## src/rtl/ones_counter_seq.sv

```systemverilog
// Sequential population counter: latches a W-bit operand on start and sums
// its ones (or in-range zeros) K bits per clock, pulsing done with the total.
module ones_counter_seq #(
  parameter int W = 127,
  parameter int K = 8
) (
  input  logic                   clk,
  input  logic                   rst,
  input  logic                   start,
  input  logic                   mode,
  input  logic [W-1:0]           A,
  output logic                   busy,
  output logic                   done,
  output logic [$clog2(W+1)-1:0] N
);

  localparam int NW = $clog2(W + 1);
  localparam int C  = (W + K - 1) / K;
  localparam int PW = C * K;
  localparam int KW = $clog2(K + 1);
  localparam int CW = (C > 1) ? $clog2(C) : 1;

  // Marks the W real operand bits; padding above W is never counted.
  localparam logic [PW-1:0] IN_RANGE = PW'({W{1'b1}});
  localparam logic [CW-1:0] LAST_IDX = CW'(C - 1);

  typedef enum logic [0:0] {
    IDLE  = 1'b0,
    COUNT = 1'b1
  } state_t;

  state_t         state_r;
  state_t         state_s;
  logic [PW-1:0]  sr_r;
  logic [PW-1:0]  vm_r;
  logic           mode_r;
  logic [NW-1:0]  acc_r;
  logic [CW-1:0]  idx_r;
  logic           busy_r;
  logic           done_r;
  logic [NW-1:0]  n_r;

  logic [K-1:0]   chunk_s;
  logic [K-1:0]   mask_s;
  logic [K-1:0]   sel_s;
  logic [KW-1:0]  pc_s;
  logic [NW-1:0]  sum_s;
  logic           last_s;

  function automatic logic [KW-1:0] popcount(input logic [K-1:0] v);
    logic [KW-1:0] c;
    c = {KW{1'b0}};
    for (int i = 0; i < K; i++) begin
      c = c + KW'(v[i]);
    end
    return c;
  endfunction

  // Per-chunk datapath: select counted bits, popcount, add to running total.
  always_comb begin
    chunk_s = sr_r[K-1:0];
    mask_s  = vm_r[K-1:0];
    if (mode_r) begin
      sel_s = ~chunk_s & mask_s;
    end else begin
      sel_s = chunk_s & mask_s;
    end
    pc_s   = popcount(sel_s);
    sum_s  = acc_r + NW'(pc_s);
    last_s = (idx_r == LAST_IDX);
  end

  // Next-state logic.
  always_comb begin
    state_s = state_r;
    case (state_r)
      IDLE: begin
        if (start) begin
          state_s = COUNT;
        end else begin
          state_s = IDLE;
        end
      end
      COUNT: begin
        if (last_s) begin
          state_s = IDLE;
        end else begin
          state_s = COUNT;
        end
      end
      default: state_s = IDLE;
    endcase
  end

  // State register.
  always_ff @(posedge clk) begin
    if (rst) begin
      state_r <= IDLE;
    end else begin
      state_r <= state_s;
    end
  end

  // Operand/mask shifters, accumulator and registered handshake outputs.
  always_ff @(posedge clk) begin
    if (rst) begin
      sr_r   <= {PW{1'b0}};
      vm_r   <= {PW{1'b0}};
      mode_r <= 1'b0;
      acc_r  <= {NW{1'b0}};
      idx_r  <= {CW{1'b0}};
      busy_r <= 1'b0;
      done_r <= 1'b0;
      n_r    <= {NW{1'b0}};
    end else begin
      done_r <= 1'b0;
      case (state_r)
        IDLE: begin
          if (start) begin
            sr_r   <= PW'(A);
            vm_r   <= IN_RANGE;
            mode_r <= mode;
            acc_r  <= {NW{1'b0}};
            idx_r  <= {CW{1'b0}};
            n_r    <= {NW{1'b0}};
            busy_r <= 1'b1;
          end
        end
        COUNT: begin
          acc_r <= sum_s;
          sr_r  <= sr_r >> K;
          vm_r  <= vm_r >> K;
          idx_r <= idx_r + CW'(1);
          if (last_s) begin
            n_r    <= sum_s;
            done_r <= 1'b1;
            busy_r <= 1'b0;
          end
        end
        default: begin
          busy_r <= 1'b0;
        end
      endcase
    end
  end

  assign busy = busy_r;
  assign done = done_r;
  assign N    = n_r;

endmodule
```

## config.mk

```make
export PLATFORM = sky130hd
export DESIGN_NAME = ones_counter_seq
export DESIGN_NICKNAME = d
export VERILOG_FILES = /design/src/rtl/ones_counter_seq.sv
export SDC_FILE = /design/constraint.sdc
export NUM_CORES = 1
export LEC_CHECK = 0
export ABC_AREA = 0
export ABC_CLOCK_PERIOD_IN_PS = 3690
export CORE_ASPECT_RATIO = 1.25
export CORE_UTILIZATION = 45
export CTS_CLUSTER_DIAMETER = 200
export DETAILED_ROUTE_END_ITERATION = 16
export PLACE_DENSITY = 0.77
export SLEW_MARGIN = 15
export SYNTH_ARGS = -nofsm -noshare
export SYNTH_HDL_FRONTEND = slang
export SYNTH_SLANG_ARGS = --single-unit
```

## constraint.sdc

```tcl
create_clock -name clk -period 3.69 [get_ports clk]
set_input_delay 0.5535 -clock clk [delete_from_list [all_inputs] [get_ports clk]]
set_output_delay 0.5535 -clock clk [all_outputs]
set_load 0.01 [all_outputs]
```

==> out/metrics.yaml, run 1 <==
min_to: "N[0]"
crit_chain: "xor2_1 > and2_4 > fa_1 > inv_1 > fa_1 > inv_1 > fa_1 > fa_2 > fa_2 > a21o_1 > a32oi_2 > xnor2_1 > a22o_1"
dieArea_sq_mm: 0.0173
yosys.area.top_type: "dfxtp_1"
critPathRequiredTime_ns: 4.01
placement.io_buffers: 139
syn_area_per_cell_sq_um: 8.40
synth_warnings: 0
nNetsFinal: 1144
hold_violations: 0
yosys.area.top_type_share_pct: 43.7
max_slew.worst_pin.slew_ns: 0.853
synth_cell_types: 39
cp-end-kind: "flop"
core-area_sq_mm: 0.0163
numCtsBuffers: 17
min-delay-start: "N[0]"
drive_above_1_share_pct: 5.53
drcViolationCount: 0
cpLargestDelayFamily: "adder cells"
syn_inst: 900
rows: 52
grt_max_degree: 165
die_x_um: 118
grt_overflow: 0
fmax_ghz: 0.273
place.detailed.hpwl_mm: 11.1
cts.clk_slew.worst_paths_ns: 0.06
synth_edf_count: 0
finalCritPeriodShare_pct: 99.1
cp.arrival_ns: 3.98
clock-sinks: 165
path_buf_inv: 2
gp_congestion: 0.774
p_leak_nw: 4.16
seq_area_frac_synth_pct: 43.7
area_growth_pct: 26.5
finalCriticalPeriod_ns: 3.66
final.setup.worst_slack_ns: 0.0321
crit_type: "flop to flop"
ioPinCount: 140
cp_slowest_stage_delay_ns: 0.50
synth_area_leaders: "dfxtp_1 (44%), mux2i_1 (17%), nor2_1 (15%)"
slew_headroom_pct: 43.2
synth-seq-cells: 165
cts_tree: "done"
worstHoldPathCells: 2
grt_first_pass_wirelength_mm: 27.8
antenna_found_initial: 0
die_height_um: 147
whs_ns: 0.478
final_area_sq_mm: 0.00956
ir_drop_uv: 263
dpl_worst_slack_ns: -0.0592
clock_latency_ns: 0.43
grt_pass1_vias: 5730
num_vias: 6204
crit_top_cell: "fa_1"
routed_via_density: 5.05
antennaDiodeCount: 0
grt_usage_pct: 20.1
r2r-start: "mode_r"
cts_hold_buf: 0
cts-root-buf: "clkbuf_16"
drt_first_iter_violations: 456
cap_violations: 0
p_per_area_mw_per_mm2: 455
setup_viol: 0
cp_max_fo: 3
outcome: "finished clean"
rsz0062_at_grt: "true"
ys.flop_type: "dfxtp_1"
finalWirelength_mm: 17.0
reg2reg_slack_ns: 0.03
ant_nets: 0
start_util_pct: 46.3
cp-start-kind: "flop"
cp_slowest_cell: "fa_1"
synthTopCellsByCount: "nor2_1 (300), dfxtp_1 (165), a21oi_1 (148)"
clockBufferDepth: 2
dr.pass1.iters: 4
hold_class: "flop to flop"
syn_area_sq_mm: 0.00756
slew_violations: 0
syn-num-nets: 1043
post-synth-top-count-cell: "nor2_1"
r2r_end: "N[6]"
skew_ns: 0.00782
wl_per_cell_um: 13.8
htreeDepth: 4
worst_r2r_path_depth: 13
async_flop_share_pct: 0
place_area_sq_mm: 0.00893
## where the power goes
group	internal, W	total, W	switching (W)
registers	0.00189	0.00196	0.0000726
logic	0.000303	0.000588	0.000285
clock network	0.00111	0.00181	0.000693
total	0.00330	0.00435	0.00105
## cell families after synthesis
group	Yosys count	synth area share (%)
adder cells (fa/ha/maj)	12	2.48
multiplexers	128	16.9
AND/OR/NAND/NOR	345	18.5
flip-flops	165	43.7
XOR/XNOR	13	1.51
AO/OA/AOI/OAI	163	11.5
buffers and inverters	74	5.36
## cell usage in the layout (no fill, tap or decap), types with 5 or more instances in the layout
master / netlist / final
a21oi_1: 148 / 147
and2_1: 6 / 5
buf_4: 7 / 13
clkbuf_16: 0 / 17
clkdlybuf4s50_1: 0 / 137
dfxtp_1: 165 / 162
ha_1: 7 / 7
mux2i_1: 128 / 128
nand2_1: 10 / 10
nand3_1: 8 / 8
nor2_1: 300 / 300
xor2_1: 9 / 9
## worst max-delay path by stage
| stage | startpoint | endpoint | slack [ns] | depth (start not counted) |
|---|---|---|---|---|
| 6_report | mode_r | N[6] | 0.03 | 13 |
| 5_1_grt | sr_r[0] | N[6] | -0.13 | 13 |
| 4_1_cts | mode_r | N[6] | -0.03 | 13 |
| 3_5_place_dp | mode_r | N[6] | -0.06 | 13 |
| 3_3_place_gp | mode_r | N[6] | -0.008 | 13 |
| 2_1_floorplan | mode_r | N[6] | -0.02 | 14 |
## registers in the layout, indices dropped and copies added, names as in the netlist
signal / flops
N: 7
sr_r: 127
done: 1
busy: 1
state_r: 1
vm_r: 16
idx_r: 4
acc_r: 7
mode_r: 1
## worst min-delay path: cells and delay by family (launching register included)
family / cells / cell delay, ns
AND/OR/NAND/NOR: 1 / 0.06
AO/OA/AOI/OAI: 1 / 0.06
flip-flops: 1 / 0.31
## routing by layer
metal	share of wire [%]	up-vias	GRT usage (%)
li1	-	3207	-
met4	2.1	0	8.46
met3	4.0	24	5.40
met5	0	-	0
met1	45	2843	24.5
met2	49	130	33.5
## final cells by class
| type | count | area (sq um) |
|---|---|---|
| Sequential cell | 165 | 3310 |
| Tap cell | 216 | 270 |
| Timing Repair Buffer | 152 | 1500 |
| Multi-Input combinational cell | 661 | 3860 |
| Clock buffer | 23 | 478 |
| Fill cell | 1478 | 6770 |
| Inverter | 4 | 15.0 |
| Clock inverter | 8 | 124 |
## repair_timing
item                                    4_1_cts  5_1_grt
resized for setup                             2        1
buffers inserted                              2        1
pin swaps                                    11        8
endpoints found under the setup margin        4        5
## stage by stage
| stage | setup TNS (ns) | instances | total power (W) | utilization [%] |
|---|---|---|---|---|
| 2_1_floorplan | -0.0203 | 900 | 0.00237 | - |
| 3_3_place_gp | -0.00813 | 1195 | 0.00257 | 54.7 |
| 3_5_place_dp | -0.138 | 1195 | 0.00258 | 54.7 |
| 4_1_cts | -0.0823 | 1228 | 0.00439 | 58.5 |
| 5_1_grt | -0.309 | 1229 | 0.00455 | 58.6 |
| 6_report | 0 | 1229 | 0.00435 | 58.6 |
Power figures use the tool's default switching activity.
==> run 2, diff against run 1 <==
- CORE_UTILIZATION: 45 -> 47
- PLACE_DENSITY: 0.77 -> 0.8
==> run 2 against run 1 <==
  * The flow now finishes with violations (setup timing)
  * Critical path depth increased by 1
  * Non-clock buffer count is the same
  * Die area down 4.2%
  * First-iteration DRC count is 0.44% lower
  * Setup slack got worse by 0.096 ns
  * Flip-flop and latch count is the same
  * Cell count shrank 0.24%
  * Clock skew is essentially flat
  * Clock-buffer cell count down 4
  * Core utilization rose by 3.0 points
  * Critical path type unchanged
  * Largest power group unchanged
==> out/metrics.yaml, run 2 (synthesis gave the netlist of run 1 again) <==
comb_power_share_pct: 13.1  # was 13.5%
max_slew.worst_pin.slew_ns: 0.931  # was 0.853 ns
routed_via_density: 5.05  # about the same
critPathRequiredTime_ns: 4.01  # about the same
finalWirelength_mm: 16.9  # was 17.0 mm
r2r_end: "N[3]"  # was N[6]
nFillCells: 1348  # was 1,478
drive_above_1_share_pct: 5.72  # was 5.53%
cp_slowest_stage_delay_ns: 0.50  # about the same
cpLargestDelayFamily: "adder cells"  # unchanged
outcome: "finished, violations left"  # was finished clean
r2r-start: "sr_r[2]"  # was mode_r
path_buf_inv: 4  # was 2
core-area_sq_mm: 0.0156  # was 0.0163 sq mm
cp_max_fo: 3  # unchanged
cp-start-kind: "flop"  # unchanged
die_height_um: 144  # was 147 um
hold_violations: 0  # unchanged
finalCritPeriodShare_pct: 102  # was 99.1%
slew_violations: 0  # unchanged
top_regs: "sr_r x127, vm_r x16"  # unchanged
final.setup.worst_slack_ns: -0.0642  # was 0.0321 ns
place.detailed.hpwl_mm: 10.9  # was 11.1 mm
drt_first_iter_violations: 454  # was 456
regMostFlops: "sr_r"  # unchanged
crit_chain: "xor2_1 > and2_1 > fa_1 > inv_1 > fa_1 > inv_1 > fa_1 > fa_2 > buf_4 > buf_4 > a21o_4 > a21oi_1 > xnor2_1 > a22o_1"  # was xor2_1 > and2_4 > fa_1 > inv_1 > fa_1 > inv_1 > fa_1 > fa_2 > fa_2 > a21o_1 > a32oi_2 > xnor2_1 > a22o_1
violations: "setup timing"
dieArea_sq_mm: 0.0166  # was 0.0173 sq mm
largest_register_ffs: 127  # unchanged
drcViolationCount: 0  # unchanged
p_leak_nw: 4.19  # was 4.16 nW
placement.io_buffers: 139  # unchanged
die_x_um: 115  # was 118 um
crit_top_cell: "fa_1"  # unchanged
cap_violations: 0  # unchanged
num_vias: 6186  # was 6,204
area_growth_pct: 27.2  # was 26.5%
grt_overflow: 0  # unchanged
rows: 51  # was 52
reg2reg_slack_ns: -0.06  # was 0.03 ns
grt_max_degree: 156  # was 165
setup_viol: 5  # was 0
nNetsFinal: 1144  # unchanged
numCtsBuffers: 17  # unchanged
grt_usage_pct: 20.8  # was 20.1%
antennaDiodeCount: 0  # unchanged
cts_tree: "done"  # unchanged
antenna_found_initial: 1  # was 0
clock_latency_ns: 0.43  # about the same
rsz0062_at_grt: "true"  # unchanged
mostFrequentLayoutCell: "nor2_1"  # unchanged
cp-end-kind: "flop"  # unchanged
htreeDepth: 4  # unchanged
clkPwrFrac_pct: 42.9  # was 41.5%
slew_headroom_pct: 37.9  # was 43.2%
crit_start: "sr_r[2]"  # was mode_r
p_int_w: 0.00338  # was 0.00330 W
p_per_area_mw_per_mm2: 465  # was 455 mW/mm^2
wl_per_cell_um: 13.8  # about the same
grt_pass1_vias: 5552  # was 5,730
cts.clk_slew.worst_paths_ns: 0.06  # about the same
ir_drop_uv: 268  # was 263 uV
cts-root-buf: "clkbuf_16"  # unchanged
crit_path_end: "N[3]"  # was N[6]
dp.cells: 1191  # was 1,195
grt_first_pass_wirelength_mm: 26.8  # was 27.8 mm
fmax_ghz: 0.266  # was 0.273 GHz
gp_congestion: 0.767  # was 0.774
crit_type: "flop to flop"  # unchanged
clockBufferDepth: 2  # unchanged
dr.pass1.iters: 4  # unchanged
worst_r2r_path_depth: 14  # was 13
start_util_pct: 48.4  # was 46.3%
clock-sinks: 165  # unchanged
seqPwrFrac_pct: 43.9  # was 45.0%
switchingPower_w: 0.00109  # was 0.00105 W
whs_ns: 0.475  # was 0.478 ns
mostFrequentLayoutCells: "nor2_1 (300), dfxtp_1 (162), a21oi_1 (147)"  # unchanged
hold_class: "flop to flop"  # unchanged
cp.arrival_ns: 4.07  # was 3.98 ns
fin_cells: 1226  # was 1,229
ant_nets: 0  # unchanged
finalCriticalPeriod_ns: 3.75  # was 3.66 ns
cp_slowest_cell: "fa_1"  # unchanged
ioPinCount: 140  # unchanged
cp_num_cells: 14  # was 13
sw_frac_of_total_pct: 24.5  # was 24.1%
skew_ns: 0.00792  # was 0.00782 ns
==> run 2: changes by cell type in the layout (fill, tap and decap cells not counted), sizes merged <==
cell	previous run	this run
bufinv	3	4
inv	4	9
clkinvlp	2	0
clkinv	3	4
clkbuf	24	20
==> run 2: layout make-up <==
cell class                 count  area (sq um)  area share (%)
multi-input combinational    661          3870            40.2
tap                          212           265            2.76
timing repair buffer         152          1520            15.8
inverter                       4          15.0           0.156
clock buffer                  19           454            4.72
sequential                   165          3310            34.4
clock inverter                13           191            1.99
==> run 2: metrics by stage <==
stage               setup WS [ns]  power [W]  cell area, sq um  utilization, %  setup TNS, ns
floorplan                 -0.0203    0.00237              7570               -        -0.0203
global placement          0.00403    0.00257              8940            57.2              0
detailed placement        -0.0548    0.00258              8940            57.2         -0.137
CTS                       -0.0841    0.00451              9590            61.4         -0.221
global route               -0.212    0.00467              9620            61.5          -1.36
finish                    -0.0642    0.00447              9620            61.5         -0.209
==> run 2: routing by layer <==
metal	GRT usage, %	routed length, um
met5	0	0
met4	7.38	196
met3	5.02	699
met1	25.1	7370
met2	35.5	8650
==> run 2: how the worst min path moves through the flow <==
stage | startpoint | end | slack, ns | cells after the start
global placement | vm_r[125] | vm_r[125] | 0.45 | 2
detailed placement | vm_r[125] | vm_r[125] | 0.46 | 2
finish | N[6] | N[6] | 0.48 | 1
CTS | N[0] | N[0] | 0.47 | 2
global route | N[0] | N[0] | 0.50 | 2
floorplan | vm_r[125] | vm_r[125] | 0.44 | 2
==> run 2: what timing repair did <==
item	in CTS	in global routing
hold endpoints to repair	0	0
gates resized for setup	1	2
buffers inserted	1	2
pin swaps	6	7
hold buffers	0	0
setup endpoints to repair	4	9
==> run 2: worst register-to-register path, stage by stage (launching register included) <==
cell     delay, ns
dfxtp_2       0.32
xor2_1        0.15
and2_1        0.17
fa_1          0.50
inv_1         0.05
fa_1          0.50
inv_1         0.06
fa_1          0.45
fa_2          0.38
buf_4         0.15
buf_4         0.13
a21o_4        0.21
a21oi_1       0.28
xnor2_1       0.10
a22o_1        0.20
==> run 2: power by group through the flow <==
| stage | clock network (W) | registers [W] | logic, W |
|---|---|---|---|
| after floorplan | 0 | 0.00197 | 0.000406 |
| after global placement | 0 | 0.00200 | 0.000568 |
| after detailed placement | 0 | 0.00200 | 0.000579 |
| after CTS | 0.00196 | 0.00196 | 0.000589 |
| after global routing | 0.00203 | 0.00197 | 0.000658 |
| final | 0.00192 | 0.00196 | 0.000588 |
==> run 3, diff against run 2 <==
- MAX_ROUTING_LAYER: unset -> met4
==> run 3 against run 2 <==
  * Setup slack better by 0.00081 ns
  * Sequential power hardly changed
  * Power hardly changed
  * Critical path depth stayed put
  * Highest routed layer unchanged
  * Clock power hardly changed
  * Combinational power hardly changed
  * First-iteration DRC count is 8.4% lower
  * The flow still finishes with violations (setup timing)
  * Final area hardly changed
  * Cell count hardly changed
  * Critical endpoint unchanged
  * Global-route usage is 0.61 points higher
  * Flip-flop and latch count stayed put
  * Clock skew is 0.00086 ns higher
==> out/metrics.yaml, run 3 (synthesis gave the netlist of run 1 again) <==
final_area_sq_mm: 0.00962  # about the same
multiInputGateArea_sq_mm: 0.00387  # unchanged
critPathRequiredTime_ns: 4.01  # about the same
die_x_um: 115  # unchanged
grt_pass1_vias: 5559  # was 5,552
r2r_end: "N[3]"  # unchanged
violations: "setup timing"  # unchanged
cp.arrival_ns: 4.07  # about the same
drive_above_1_share_pct: 5.62  # was 5.72%
gp_congestion: 0.778  # was 0.767
rows: 51  # unchanged
mostFrequentLayoutCell: "nor2_1"  # unchanged
cts.clk_slew.worst_paths_ns: 0.06  # about the same
mostFrequentLayoutCells: "nor2_1 (300), dfxtp_1 (163), a21oi_1 (147)"  # was nor2_1 (300), dfxtp_1 (162), a21oi_1 (147)
cp-end-kind: "flop"  # unchanged
cp_max_fo: 3  # unchanged
grt_first_pass_wirelength_mm: 26.8  # about the same
p_per_area_mw_per_mm2: 465  # about the same
setup_viol: 5  # unchanged
grt_overflow: 0  # unchanged
final-seq-area_sq_mm: 0.00331  # about the same
place_area_sq_mm: 0.00894  # unchanged
wl_per_cell_um: 13.8  # about the same
crit_start: "sr_r[2]"  # unchanged
sw_frac_of_total_pct: 24.5  # about the same
clock-sinks: 165  # unchanged
clock_latency_ns: 0.43  # about the same
drcViolationCount: 0  # unchanged
dr.pass1.iters: 5  # was 4
grt_max_degree: 156  # unchanged
finalWirelength_mm: 16.9  # about the same
cp-start-kind: "flop"  # unchanged
rsz0062_at_grt: "true"  # unchanged
antenna_found_initial: 1  # unchanged
seqPwrFrac_pct: 43.9  # about the same
min_to: "N[2]"  # was N[6]
finalCriticalPeriod_ns: 3.75  # about the same
cts_hold_buf: 0  # unchanged
skew_ns: 0.00878  # was 0.00792 ns
num_vias: 6177  # was 6,186
min-delay-start: "N[2]"  # was N[6]
fin_util_pct: 61.5  # about the same
nFillCells: 1348  # unchanged
top_regs: "sr_r x127, vm_r x16"  # unchanged
nNetsFinal: 1144  # unchanged
p_leak_nw: 4.19  # about the same
clockBufferDepth: 2  # unchanged
max_slew.worst_pin.slew_ns: 0.938  # was 0.931 ns
slew_violations: 0  # unchanged
clkPwrFrac_pct: 43.0  # was 42.9%
dpl_worst_slack_ns: -0.0548  # unchanged
slew_headroom_pct: 37.5  # was 37.9%
switchingPower_w: 0.00110  # was 0.00109 W
drt_first_iter_violations: 416  # was 454
numCtsBuffers: 17  # unchanged
fmax_ghz: 0.266  # about the same
regMostFlops: "sr_r"  # unchanged
die_height_um: 144  # unchanged
cts_tree: "done"  # unchanged
crit_type: "flop to flop"  # unchanged
reg2reg_slack_ns: -0.06  # about the same
worstHoldPathCells: 2  # was 1
ir_drop_uv: 268  # about the same
place.detailed.hpwl_mm: 10.9  # unchanged
area_growth_pct: 27.2  # about the same
ant_nets: 0  # unchanged
htreeDepth: 4  # unchanged
start_util_pct: 48.4  # unchanged
dieArea_sq_mm: 0.0166  # unchanged
hold_violations: 0  # unchanged
largest_register_ffs: 127  # unchanged
finalCritPeriodShare_pct: 102  # about the same
r2r-start: "sr_r[2]"  # unchanged
cts-root-buf: "clkbuf_16"  # unchanged
cap_violations: 0  # unchanged
worst_r2r_path_depth: 14  # unchanged
grt_usage_pct: 21.4  # was 20.8%
final.setup.worst_slack_ns: -0.0634  # was -0.0642 ns
outcome: "finished, violations left"  # unchanged
p_int_w: 0.00338  # unchanged
setup-tns-final_ns: -0.222  # was -0.209 ns
hold_class: "flop to flop"  # unchanged
placement.io_buffers: 139  # unchanged
comb_power_share_pct: 13.1  # about the same
ioPinCount: 140  # unchanged
routed_via_density: 5.03  # was 5.05
core-area_sq_mm: 0.0156  # unchanged
[run 3: metrics by stage]
| stage | std cells | total power [W] | hold WS (ns) |
|---|---|---|---|
| floorplan | 900 | 0.00237 | 0.441 |
| global placement | 1191 | 0.00257 | 0.452 |
| detailed placement | 1191 | 0.00258 | 0.462 |
| CTS | 1224 | 0.00451 | 0.472 |
| global route | 1227 | 0.00467 | 0.498 |
| finish | 1227 | 0.00447 | 0.475 |
[run 3: area by class of cell]
cell class | count | share of cell area (%)
Sequential cell | 165 | 34.4
Inverter | 4 | 0.156
Multi-Input combinational cell | 661 | 40.2
Tap cell | 212 | 2.76
Timing Repair Buffer | 152 | 15.8
Clock buffer | 19 | 4.72
Antenna cell | 1 | 0.0260
Clock inverter | 13 | 1.99
[run 3: worst max path at each step]
| stage | end | cells after the start |
|---|---|---|
| 3_5_place_dp | N[6] | 13 |
| 5_1_grt | N[6] | 13 |
| 2_1_floorplan | N[6] | 14 |
| 3_3_place_gp | N[6] | 13 |
| 6_report | N[3] | 14 |
| 4_1_cts | N[6] | 13 |
[run 3: timing repair]
item | CTS | global route
buffers inserted | 1 | 2
pin swaps | 6 | 7
endpoints found under the setup margin | 4 | 9
resized for setup | 1 | 1
[run 3: per-layer routing]
layer  vias up  global-route usage [%]  part of all wire, %
li1       3220                       -                    -
met1      2811                    25.5                   44
met2       132                    35.5                   51
met3        14                    4.47                  3.8
met4         0                    7.38                  1.2
met5         -                       -                    0
[run 3: critical path, stage by stage, from the launching register on]
cell and delay (ns):
dfxtp_1 0.32, xor2_1 0.16, and2_1 0.17, fa_1 0.50, inv_1 0.05, fa_1 0.50, inv_1 0.06, fa_1 0.45
fa_2 0.38, buf_4 0.15, buf_4 0.13, a21o_4 0.21, a21oi_1 0.27, xnor2_1 0.10, a22o_1 0.20
[run 3: power groups by stage]
| stage | registers, W | logic, W | clock network (W) |
|---|---|---|---|
| after floorplan | 0.00197 | 0.000406 | 0 |
| after global placement | 0.00200 | 0.000568 | 0 |
| after detailed placement | 0.00200 | 0.000579 | 0 |
| after CTS | 0.00196 | 0.000589 | 0.00196 |
| after global routing | 0.00197 | 0.000658 | 0.00204 |
| final | 0.00196 | 0.000588 | 0.00192 |
